==> config.mk <==
export PLATFORM = sky130hd
export DESIGN_NAME = led_pwm_periph
export DESIGN_NICKNAME = d
export VERILOG_FILES = /design/src/rtl/led_pwm_periph.sv
export SDC_FILE = /design/constraint.sdc
export NUM_CORES = 1
export LEC_CHECK = 0
export CORE_MARGIN = 2
export CORE_UTILIZATION = 45
export DETAILED_ROUTE_END_ITERATION = 16
export DONT_BUFFER_PORTS = 1
export PLACE_DENSITY = 0.71
export RECOVER_POWER = 25
export SKIP_LAST_GASP = 1
export SYNTH_ARGS = -nofsm -noshare
export SYNTH_HDL_FRONTEND = slang
export SYNTH_SLANG_ARGS = --single-unit
==> constraint.sdc <==
create_clock -name clk -period 4.95 [get_ports clk]
set_clock_uncertainty 0.05 [all_clocks]
set_input_delay 0.7425 -clock clk [delete_from_list [all_inputs] [get_ports clk]]
set_output_delay 0.7425 -clock clk [all_outputs]
set_load 0.05 [all_outputs]
==> src/rtl/led_pwm_periph.sv <==
// Memory-mapped four-channel 8-bit PWM peripheral with prescaler and period-synchronous duty shadowing.
// Duty changes reach the outputs only at the period wrap or on an explicit SYNC, so the outputs never glitch.
module led_pwm_periph #(
    parameter logic [31:0] BASE_ADDR = 32'hFFFF_FF00,
    parameter int unsigned PRESC_W   = 16
) (
    input  logic        clk,
    input  logic        reset,
    input  logic [31:0] bus_addr,
    input  logic [31:0] bus_wdata,
    input  logic        bus_we,
    output logic [31:0] bus_rdata,
    output logic        pwm_led,
    output logic        pwm_red,
    output logic        pwm_green,
    output logic        pwm_blue
);

    localparam logic [2:0] OFF_PRESC = 3'd4;
    localparam logic [2:0] OFF_CTRL  = 3'd5;
    localparam logic [2:0] OFF_CNT   = 3'd6;

    logic [7:0]         duty   [4];
    logic [7:0]         shadow [4];
    logic [PRESC_W-1:0] presc;
    logic [PRESC_W-1:0] pcnt;
    logic [3:0]         en;
    logic [7:0]         cnt;
    logic [3:0]         pwm_p1;

    logic        hit;
    logic [2:0]  off;
    logic        wr;
    logic        presc_wr;
    logic        sync;
    logic        tick;
    logic [31:0] rd_next;

    assign hit      = (bus_addr[31:5] == BASE_ADDR[31:5]);
    assign off      = bus_addr[4:2];
    assign wr       = bus_we && hit;
    assign presc_wr = wr && (off == OFF_PRESC);
    assign sync     = wr && (off == OFF_CTRL) && bus_wdata[4];
    // A prescaler reload write restarts the prescale interval and swallows this cycle's tick.
    assign tick     = !presc_wr && (pcnt == presc);

    logic unused_bits;
    assign unused_bits = ^{bus_addr[1:0], bus_wdata[31:PRESC_W]};

    always_comb begin
        rd_next = '0;
        if (hit) begin
            case (off)
                3'd0, 3'd1, 3'd2, 3'd3: rd_next[7:0] = duty[off[1:0]];
                OFF_PRESC:              rd_next[PRESC_W-1:0] = presc;
                OFF_CTRL:               rd_next[3:0] = en;
                OFF_CNT:                rd_next[7:0] = cnt;
                default:                rd_next = '0;
            endcase
        end
    end

    always_ff @(posedge clk or posedge reset) begin
        if (reset) begin
            presc     <= '0;
            pcnt      <= '0;
            en        <= '0;
            cnt       <= '0;
            pwm_p1    <= '0;
            bus_rdata <= '0;
            for (int i = 0; i < 4; i++) begin
                duty[i]   <= '0;
                shadow[i] <= '0;
            end
        end else begin
            bus_rdata <= rd_next;

            // stage p0 -> p1: compare against the shadowed duty and register the outputs
            for (int i = 0; i < 4; i++) begin
                pwm_p1[i] <= en[i] && (cnt < shadow[i]);
            end

            if (wr) begin
                case (off)
                    3'd0, 3'd1, 3'd2, 3'd3: duty[off[1:0]] <= bus_wdata[7:0];
                    OFF_PRESC:              presc <= bus_wdata[PRESC_W-1:0];
                    OFF_CTRL:               en <= bus_wdata[3:0];
                    default:                ;
                endcase
            end

            // SYNC overrides any coincident tick or wrap; shadows load from pre-write duty at wrap.
            if (sync) begin
                cnt  <= '0;
                pcnt <= '0;
                for (int i = 0; i < 4; i++) begin
                    shadow[i] <= duty[i];
                end
            end else if (tick) begin
                pcnt <= '0;
                cnt  <= cnt + 8'd1;
                if (cnt == 8'hFF) begin
                    for (int i = 0; i < 4; i++) begin
                        shadow[i] <= duty[i];
                    end
                end
            end else if (presc_wr) begin
                pcnt <= '0;
            end else begin
                pcnt <= pcnt + 1'b1;
            end
        end
    end

    assign pwm_led   = pwm_p1[0];
    assign pwm_red   = pwm_p1[1];
    assign pwm_green = pwm_p1[2];
    assign pwm_blue  = pwm_p1[3];

endmodule
-- Word-level counts from Yosys, hierarchy flattened
Index checks and enable logic that the tools add are counted.
- register bits after elaboration: 144
- latch bits: 0
- memory bits (writable): 0
- ROM bits: 0
- input bits: 67
- output and inout port bits: 36
- word-level logic and storage cells: 69
- memories: 0
- $add $sub $neg: 2
- $mul: 0
- divide/modulo/power cells: 0
- magnitude comparators: 6
- equality and inequality tests: 9
- shift-type cells: 0
- muxes and demuxes: 18
- bitwise operators: 1
- reduce and logical (&&, ||, !) cells: 19
- operator list (operator ; number):
    $mux W32 ; 3
    $mux W16 ; 4
    $mux W8 ; 6
    $bwmux W32 ; 1
    $lt A8 B8 Y1 ; 4
    $eq A27 B27 Y1 const B ; 1
    $add A16 B1 Y16 const B ; 1
    $bmux W8 S2 ; 1
    $demux W8 S2 ; 1
    $eq A16 B16 Y1 ; 1
    $pmux W4 S4 ; 1
    $pmux W4 S3 ; 1
    $logic_and A1 B1 Y1 ; 10
    $eq A3 B3 Y1 const B ; 3
    $add A8 B1 Y8 const B ; 1
    $eq A8 B8 Y1 const B ; 1
    $reduce_and A2 Y1 ; 4
    $eq A3 B2 Y1 const B ; 2
    $reduce_bool A2 Y1 ; 2
    $reduce_or A4 Y1 ; 1
    $eq A3 B1 Y1 const B ; 1
    $ge A3 B3 Y1 const B ; 1
    $logic_not A3 Y1 ; 1
    $lt A3 B1 Y1 const B ; 1
    2 further kinds ; 2

-- Longest topological paths before layout
Gate-level depths: netlist (run 1).
- depth in word-level cells: 7
- depth in mapped cells: 7
- gate-level depth less buffers: 7

-- Worst setup path after synthesis (run 1)
OpenSTA, ideal clock, no wires.
- path kind: input to register
- start point: in bus_addr[7]
- end point: reg shadow[15] (netlist name)
- library setup time: 0.125 ns
- data arrival time: 2.420 ns
- required time: 4.775 ns
- slack: 2.355 ns
- stages: 6
- path buffers: 1
- cell sequence: nand4b_1 -> nor4_1 -> nand2_2 -> a31oi_4 -> buf_6 -> mux2_2
- word-level cells in the longest chain between the ends: 7
- elaborated cells between the ends (all ways): 11
- classes of those cells: 1 x eq/ne; 1 x mux; 9 x reduce/logical
- ends and longest elaborated chain (what ; RTL line ; text):
    start: declaration ; 9 ; input logic [31:0] bus_addr,
    $eq A27 B27 Y1 (*) ; 39 ; assign hit = (bus_addr[31:5] == BASE_ADDR[31:5]);
    $logic_and A1 B1 Y1 (*) ; 41 ; assign wr = bus_we && hit;
    $logic_and A1 B1 Y1 ; 42 ; assign presc_wr = wr && (off == OFF_PRESC);
    $logic_not A1 Y1 ; 45 ; assign tick = !presc_wr && (pcnt == presc);
    $logic_and A1 B1 Y1 ; 45 ;
    $reduce_bool A2 Y1 (no line) ; - ;
    $reduce_and A2 Y1 (no line) ; - ;
    end signal: indexed assignment ; 97 ; shadow[i] <= duty[i];
    end signal: indexed assignment ; 104 ; shadow[i] <= duty[i];
    end: declaration ; 24 ; logic [7:0] shadow [4];
Every way passes the cells marked *; elsewhere a longest branch is shown, timed or not.
A chain may end at the register's enable or synchronous reset.

==> qor.yml, run 1 <==
cp.depth: 2
drive_gt1_share_pct: 24.4
die_w_um: 125
grt_overflow: 0
finalCritPeriodShare_pct: 65.6
cts_resized: 0
hold_viol: 0
final_area_um2: 7170
pwr-share-comb_pct: 3.2
switchingPower_uw: 508
clockPowerShare_pct: 49.4
hold_depth: 1
viasPerCell: 5.58
antenna_left: 0
drc: 0
p_int_mw: 1.71
dp_hpwl_um: 9780
num_vias: 4161
synth.avg_cell_area_um2: 12.0
ioPinCount: 103
rows: 44
path_cells: "inv_1 > buf_4"
outcome: "finished with violations"
hp-class: "in -> reg"
maxCapViolations: 1
synth-simple-area-share_pct: 12.3
startpoint: "reset"
cts_max_path_buffers: 2
cp_data_arrival_time_ns: 3.71
cts_sinks: 128
max_freq_mhz: 308
die_area_um2: 15600
final_common_cell: "dfrtp_1"
synthFlopType: "dfrtp_1"
crit_buf_inv: 2
fp.dieH_um: 125
dr.pass1.iters: 4
avgRoutedWirePerCell_um: 19.2
cp-end-kind: "async pin"
placed_cell_area_um2: 6660
yosys.area_share.adder_pct: 5.72
finalSetupViolCount: 0
crit_fanout: 83
seq_power_share_pct: 47.4
synthXorXnorAreaFrac_pct: 4.01
critPathSlowestCell: "inv_1"
tightestPinTransition_ns: 3.03
r2r_slack_ns: 2.34
track_usage_pct: 19.3
cts_max_level: 4
grt_pass1_vias: 4269
startpoint_type: "input port"
critPathKind: "in -> async"
netlist_area_um2: 6560
violations: "max-capacitance violations, max-slew violations"
ir_worst_vdd_mv: 0.209
synthMuxAreaShare_pct: 19.8
path_clk_slew_ns: 0.06
synth_seq_area_share_pct: 48.8
port_buffers: 0
hold_start: "bus_wdata[1]"
reg2reg_depth: 5
core-area_um2: 14400
synthArstFlopShare_pct: 100
grt_pass1_wl_um: 22800
grt_max_degree: 84
first_iter_violations: 186
wirelength_um: 14300
cpPeakStageDelay_ns: 2.10
insertion_delay_ns: 0.42
cts_root_buf: "clkbuf_16"
reg2reg_from: "pcnt[0]"
grt_setup_unrepaired: "false"
synth_compound_area_share_pct: 4.18
cts_tree: "done"
hold_buffers: 0
antenna_found_initial: 0
final_cell_mix: "128 x dfrtp_1, 83 x mux2_2, 36 x nor2_1, 33 x inv_1, 30 x ha_1"
syn_inst: 546
crit_required_ns: 5.41
path_delay_family: "buffers and inverters"
setup_tns_ns: 0
final.min_clock_period_ns: 3.25
synth_warnings: 0
drv_slew: 84
synth_top_family_by_area: "multiplexers"
cts_buffers: 17
p_per_area_nw_per_um2: 309
gp_congestion: 0.868
p_leak_nw: 3.44
nNetsFinal: 647
post-cts-setup-buffer-count: 0
synth_cell_types: 52
swShare_pct: 22.9
start_util_pct: 45.6
diodes: 0
synth_edf_count: 0
area_growth_pct: 9.33
relSlewSlack_pct: -102
synth_seq_cells: 128
## final timing paths
kind / end
worst min register to register: shadow[3]
max in group clk: shadow[10]
worst max-delay path: duty[24]
min in group asynchronous: bus_rdata[10]
worst max register to register: pcnt[10]
worst min-delay path: duty[9]
## registers in the layout, summed over array words and instances, names as in the netlist
name	flops
duty	32
shadow	32
bus_rdata	16
pcnt	16
presc	16
cnt	8
en	4
pwm_p1	4
## cell type report
type	count	area, um^2
Sequential cell	128	3200
Timing Repair Buffer	2	15.0
Clock inverter	10	66.3
Fill cell	1242	7200
Tap cell	184	230
Clock buffer	21	450
Multi-Input combinational cell	368	3080
Inverter	33	124
## stage by stage
stage	setup WS (ns)	hold WS (ns)	power, mW	utilization, %	instances
4_1_cts	2.13	0.401	2.24	49.9	746
6_report	1.70	0.417	2.22	49.9	746
2_1_floorplan	0.745	0.429	1.15	-	561
3_5_place_dp	1.70	0.444	1.14	46.3	715
3_3_place_gp	1.74	0.438	1.14	46.3	715
5_1_grt	1.01	0.402	2.29	49.9	746
## logic make-up (layout without fill, tap and decap cells)
kind of cell,count (synthesis),in the layout
XOR/XNOR,30,30
buffers and inverters,65,66
adder cells (fa/ha/maj),30,30
AND/OR/NAND/NOR,142,142
multiplexers,109,109
AO/OA/AOI/OAI,41,41
other,1,16
flip-flops,128,128
## cell usage after synthesis, types with 2 or more instances
cell type	count	share of area (%)
a21o_1	7	0.80
a21oi_1	11	0.84
and2_1	7	0.67
and3_1	5	0.48
and4_1	5	0.67
and4_2	3	0.46
buf_1	4	0.23
buf_2	3	0.23
buf_4	16	1.8
buf_6	3	0.52
clkbuf_1	6	0.34
dfrtp_1	128	49
ha_1	30	5.7
inv_1	33	1.9
mux2_2	83	14
mux2i_1	17	2.6
mux4_2	8	2.7
nand2_1	19	1.1
nand2b_1	6	0.57
nand3_1	18	1.4
nand3_2	2	0.31
nand4_1	6	0.57
nor2_1	36	2.1
nor2b_1	9	0.86
nor3_1	3	0.23
nor4_1	5	0.48
o21ai_0	10	0.76
o311ai_0	4	0.53
o31ai_1	5	0.57
or4_1	4	0.46
xnor2_1	7	0.93
xor2_1	23	3.1
## power by group through the flow
stage | registers (mW) | logic (mW) | clock network [mW]
after floorplan | 1.07 | 0.0786 | 0
after global placement | 1.07 | 0.0704 | 0
after detailed placement | 1.07 | 0.0721 | 0
after CTS | 1.05 | 0.0722 | 1.11
after global routing | 1.05 | 0.0783 | 1.16
final | 1.05 | 0.0705 | 1.09
## routing by layer
| metal | vias to the layer above | GRT usage (%) | routed length, um |
|---|---|---|---|
| li1 | 1912 | - | - |
| met1 | 2085 | 24.1 | 6230 |
| met2 | 139 | 30.9 | 6910 |
| met3 | 25 | 6.10 | 899 |
| met4 | 0 | 8.46 | 308 |
| met5 | - | 0 | 0 |
No activity file was read; power rests on OpenSTA's default activity.
==> inputs of run 2 (changes only) <==
clock period = 3.18 ns   (was 4.95 ns; I/O delays follow)
==> qor.yml, run 2 (same netlist as run 1, synthesis figures left out) <==
outcome: "finished with violations"
violations: "max-capacitance violations, max-slew violations"
antenna_left: 0
pwr-share-comb_pct: 3.2
cts_max_path_buffers: 2
setup_tns_ns: 0
cp-end-kind: "register"
p_leak_nw: 3.49
startpoint_type: "register"
insertion_delay_ns: 0.42
avgRoutedWirePerCell_um: 19.0
placed_cell_area_um2: 6700
path_cells: "xor2_1 > nor4_1 > and4_1 > a31oi_4 > mux2_2"
post-cts-setup-buffer-count: 0
final_area_um2: 7230
area_growth_pct: 10.3
cp_data_arrival_time_ns: 3.02
diodes: 0
ioPinCount: 103
finalCritPeriodShare_pct: 86.9
gp_congestion: 0.901
relSlewSlack_pct: -5.65
first_iter_violations: 217
start_util_pct: 45.6
tightestPinTransition_ns: 1.58
critPathKind: "reg -> reg"
num_vias: 4164
cts_resized: 0
p_int_mw: 2.73
cts_tree: "done"
grt_pass1_vias: 4296
fillCellCount: 1192
finalSetupViolCount: 0
final_common_cell: "dfrtp_1"
final.min_clock_period_ns: 2.76
viasPerCell: 5.55
p_per_area_nw_per_um2: 492
switchingPower_uw: 831
die_area_um2: 15600
drive_gt1_share_pct: 25.4
reg.largest.list: "duty: 32 flops, shadow: 32 flops"
port_buffers: 0
die_w_um: 125
final_cell_mix: "128 x dfrtp_1, 83 x mux2_2, 36 x nor2_1, 32 x inv_1, 30 x ha_1"
cts_max_level: 4
antenna_found_initial: 0
cts_sinks: 128
hp-class: "in -> reg"
swShare_pct: 23.4
core-area_um2: 14400
clockPowerShare_pct: 50.8
critPathSlowestCell: "a31oi_4"
max_freq_mhz: 362
seq_power_share_pct: 46.0
grt_pass1_wl_um: 23100
hold_viol: 0
cts_buffers: 17
maxCapViolations: 1
dp_hpwl_um: 9790
grt_overflow: 0
crit_required_ns: 3.44
dr.pass1.iters: 5
ir_worst_vdd_mv: 0.317
cpPeakStageDelay_ns: 0.96
cts_root_buf: "clkbuf_16"
crit_fanout: 32
path_clk_slew_ns: 0.06
drv_slew: 35
rows: 44
track_usage_pct: 19.4
fp.dieH_um: 125
grt_setup_unrepaired: "false"
drc: 0
grt_max_degree: 53
nNetsFinal: 650
hold_buffers: 0
wirelength_um: 14300
run 2: cell count changes in the layout (fill, tap and decap cells not counted), moves of 2 or more:
cell        before  now
clkinvlp_4       5    1
clkinv_2         4    7
clkbuf_1         3    1
clkinv_4         1    3
inv_6            0    2
run 2: stage by stage:
stage	hold slack (ns)	util, %	total power [mW]	instances	setup WS (ns)
final	0.148	50.3	3.56	750	0.416
after floorplan	0.429	-	1.79	561	0.850
after detailed placement	0.443	46.7	1.78	718	0.279
after CTS	0.0277	50.5	3.59	750	0.478
after global routing	0.132	50.3	3.68	750	0.331
after global placement	0.438	46.7	1.78	718	0.295
run 2: worst paths after layout:
kind | start | end | slack, ns | cells past startpoint
worst max-delay path | pcnt[0] | shadow[14] | 0.42 | 5
worst min-delay path | bus_wdata[3] | duty[27] | 0.15 | 1
worst max register to register | pcnt[0] | shadow[14] | 0.42 | 5
worst min register to register | shadow[9] | shadow[9] | 0.46 | 1
max in group asynchronous | reset | bus_rdata[2] | 1.15 | 2
min in group asynchronous | reset | bus_rdata[8] | 0.25 | 1
run 2: power by group through the flow:
stage	Clock (mW)	Combinational (mW)	Sequential [mW]
global placement	0	0.115	1.66
CTS	1.84	0.118	1.64
finish	1.81	0.113	1.64
floorplan	0	0.123	1.66
global route	1.92	0.125	1.63
detailed placement	0	0.118	1.66
run 2: final cells by class:
type / instances / area, um^2 / share of cell area (%)
inverter: 33 / 125 / 1.73
clock buffer: 18 / 429 / 5.93
tap: 184 / 230 / 3.18
timing repair buffer: 5 / 47.5 / 0.657
multi-input combinational: 368 / 3080 / 42.6
clock inverter: 14 / 116 / 1.61
sequential: 128 / 3200 / 44.3
run 2: metal layers:
layer | wire length [um] | track usage (%)
met5 | 0 | 0
met4 | 277 | 6.87
met3 | 886 | 5.80
met2 | 6760 | 30.6
met1 | 6360 | 25.6
run 2: worst max-delay path: cells and delay by family, from the launching register on:
| family | cells | cell delay, ns |
|---|---|---|
| simple gates | 2 | 0.44 |
| mux | 1 | 0.43 |
| xor+xnor | 1 | 0.28 |
| flops | 1 | 0.45 |
| compound gates | 1 | 0.96 |
==> inputs of run 3 (changes only) <==
CORE_ASPECT_RATIO = 0.9   (was not set)
==> qor.yml, run 3 (same netlist as run 1, synthesis figures left out) <==
fp.dieH_um: 119
cpPeakStageDelay_ns: 0.66
hold_buffers: 0
gp_congestion: 0.819
grt_pass1_vias: 4375
final_cells: 755
critPathKind: "reg -> reg"
cts_max_level: 4
dp_slack_ns: 0.251
drv_slew: 129
finalCritPeriodShare_pct: 81.1
first_iter_violations: 323
diodes: 0
max_freq_mhz: 388
final_area_um2: 7230
grt_overflow: 0
reg.largest.list: "duty: 32 flops, shadow: 32 flops"
cts_root_buf: "clkbuf_16"
antenna_found_initial: 0
die_w_um: 131
dr.pass1.iters: 4
nNetsFinal: 647
area_growth_pct: 10.3
critPathSlowestCell: "nand3_1"
outcome: "finished with violations"
cts_max_path_buffers: 2
cts_resized: 0
power.total_mw: 3.63
violations: "max-capacitance violations, max-slew violations"
final.min_clock_period_ns: 2.58
holdWs_ns: 0.151
drive_gt1_share_pct: 24.9
insertion_delay_ns: 0.42
cp-end-kind: "register"
final_cell_mix: "128 x dfrtp_1, 83 x mux2_2, 36 x nor2_1, 32 x inv_1, 30 x ha_1"
core-area_um2: 14100
dp_hpwl_um: 9950
post-cts-setup-buffer-count: 0
cts_buffers: 17
final_common_cell: "dfrtp_1"
cts_sinks: 128
placed_cells: 724
die_area_um2: 15600
cp_data_arrival_time_ns: 2.80
hp-class: "in -> reg"
grt_pass1_wl_um: 23400
ioPinCount: 103
startpoint_type: "register"
track_usage_pct: 19.6
maxCapViolations: 1
rows: 41
path_clk_slew_ns: 0.06
p_per_area_nw_per_um2: 502
viasPerCell: 5.48
port_buffers: 0
hold_viol: 0
fin_ws_ns: 0.601
ir_worst_vdd_mv: 0.424
tightestPinTransition_ns: 1.73
fin_util_pct: 51.3
avgRoutedWirePerCell_um: 19.1
crit_required_ns: 3.40
grt_setup_unrepaired: "false"
placed_cell_area_um2: 6680
num_vias: 4140
setup_tns_ns: 0
crit_fanout: 16
wirelength_um: 14500
drc: 0
p_leak_nw: 3.47
relSlewSlack_pct: -15.2
grt_max_degree: 129
cts_tree: "done"
finalSetupViolCount: 0
start_util_pct: 46.5
antenna_left: 0
path_cells: "xor2_1 > nor4_1 > nand4_1 > nand3_1 > nor2_1"
-- run 3: changes by cell type in the layout (fill, tap and decap cells not counted) --
cell / change
clkbuf_2: -1
buf_12: -1
clkbuf_4: +1
clkinvlp_4: +3
inv_6: -1
buf_4: -2
clkinv_2: -4
bufinv_16: +1
-- run 3: layout make-up --
class                           instances  area (um^2)
Clock buffer                           18          429
Fill cell                            1187         6870
Sequential cell                       128         3200
Timing Repair Buffer                    2         15.0
Tap cell                              193          241
Multi-Input combinational cell        368         3080
Inverter                               33          125
Clock inverter                         13          140
-- run 3: path summary, 6_finish.rpt --
check | from | to | slack, ns | cells past startpoint
max in group asynchronous | reset | cnt[4] | 1.49 | 2
hold reg to reg | shadow[5] | shadow[5] | 0.46 | 1
min in group asynchronous | reset | shadow[27] | 0.52 | 2
hold / removal | bus_wdata[4] | duty[20] | 0.15 | 1
setup reg to reg | pcnt[0] | pcnt[12] | 0.60 | 5
setup / recovery | pcnt[0] | pcnt[12] | 0.60 | 5
-- run 3: routing by layer --
metal  global-route usage (%)  vias to the layer above  part of all wire [%]  wire [um]
met2                     30.6                      137                    46       6720
li1                         -                     1903                     -          -
met1                     25.9                     2088                    46       6670
met4                     6.18                        0                   1.4        198
met3                     6.56                       12                   6.0        870
met5                        0                        -                     0          0
-- run 3: power by group --
group	internal, mW	switching (mW)
registers	1.63	0.00477
clock network	1.15	0.736
logic	0.0234	0.0853
-- run 3: worst max-delay path, delay by kind of cell, from the launching register on --
kind                      cells  cell delay (ns)
and+or+nand+nor               4             1.73
DFF                           1             0.47
xor gates and xnor gates      1             0.18
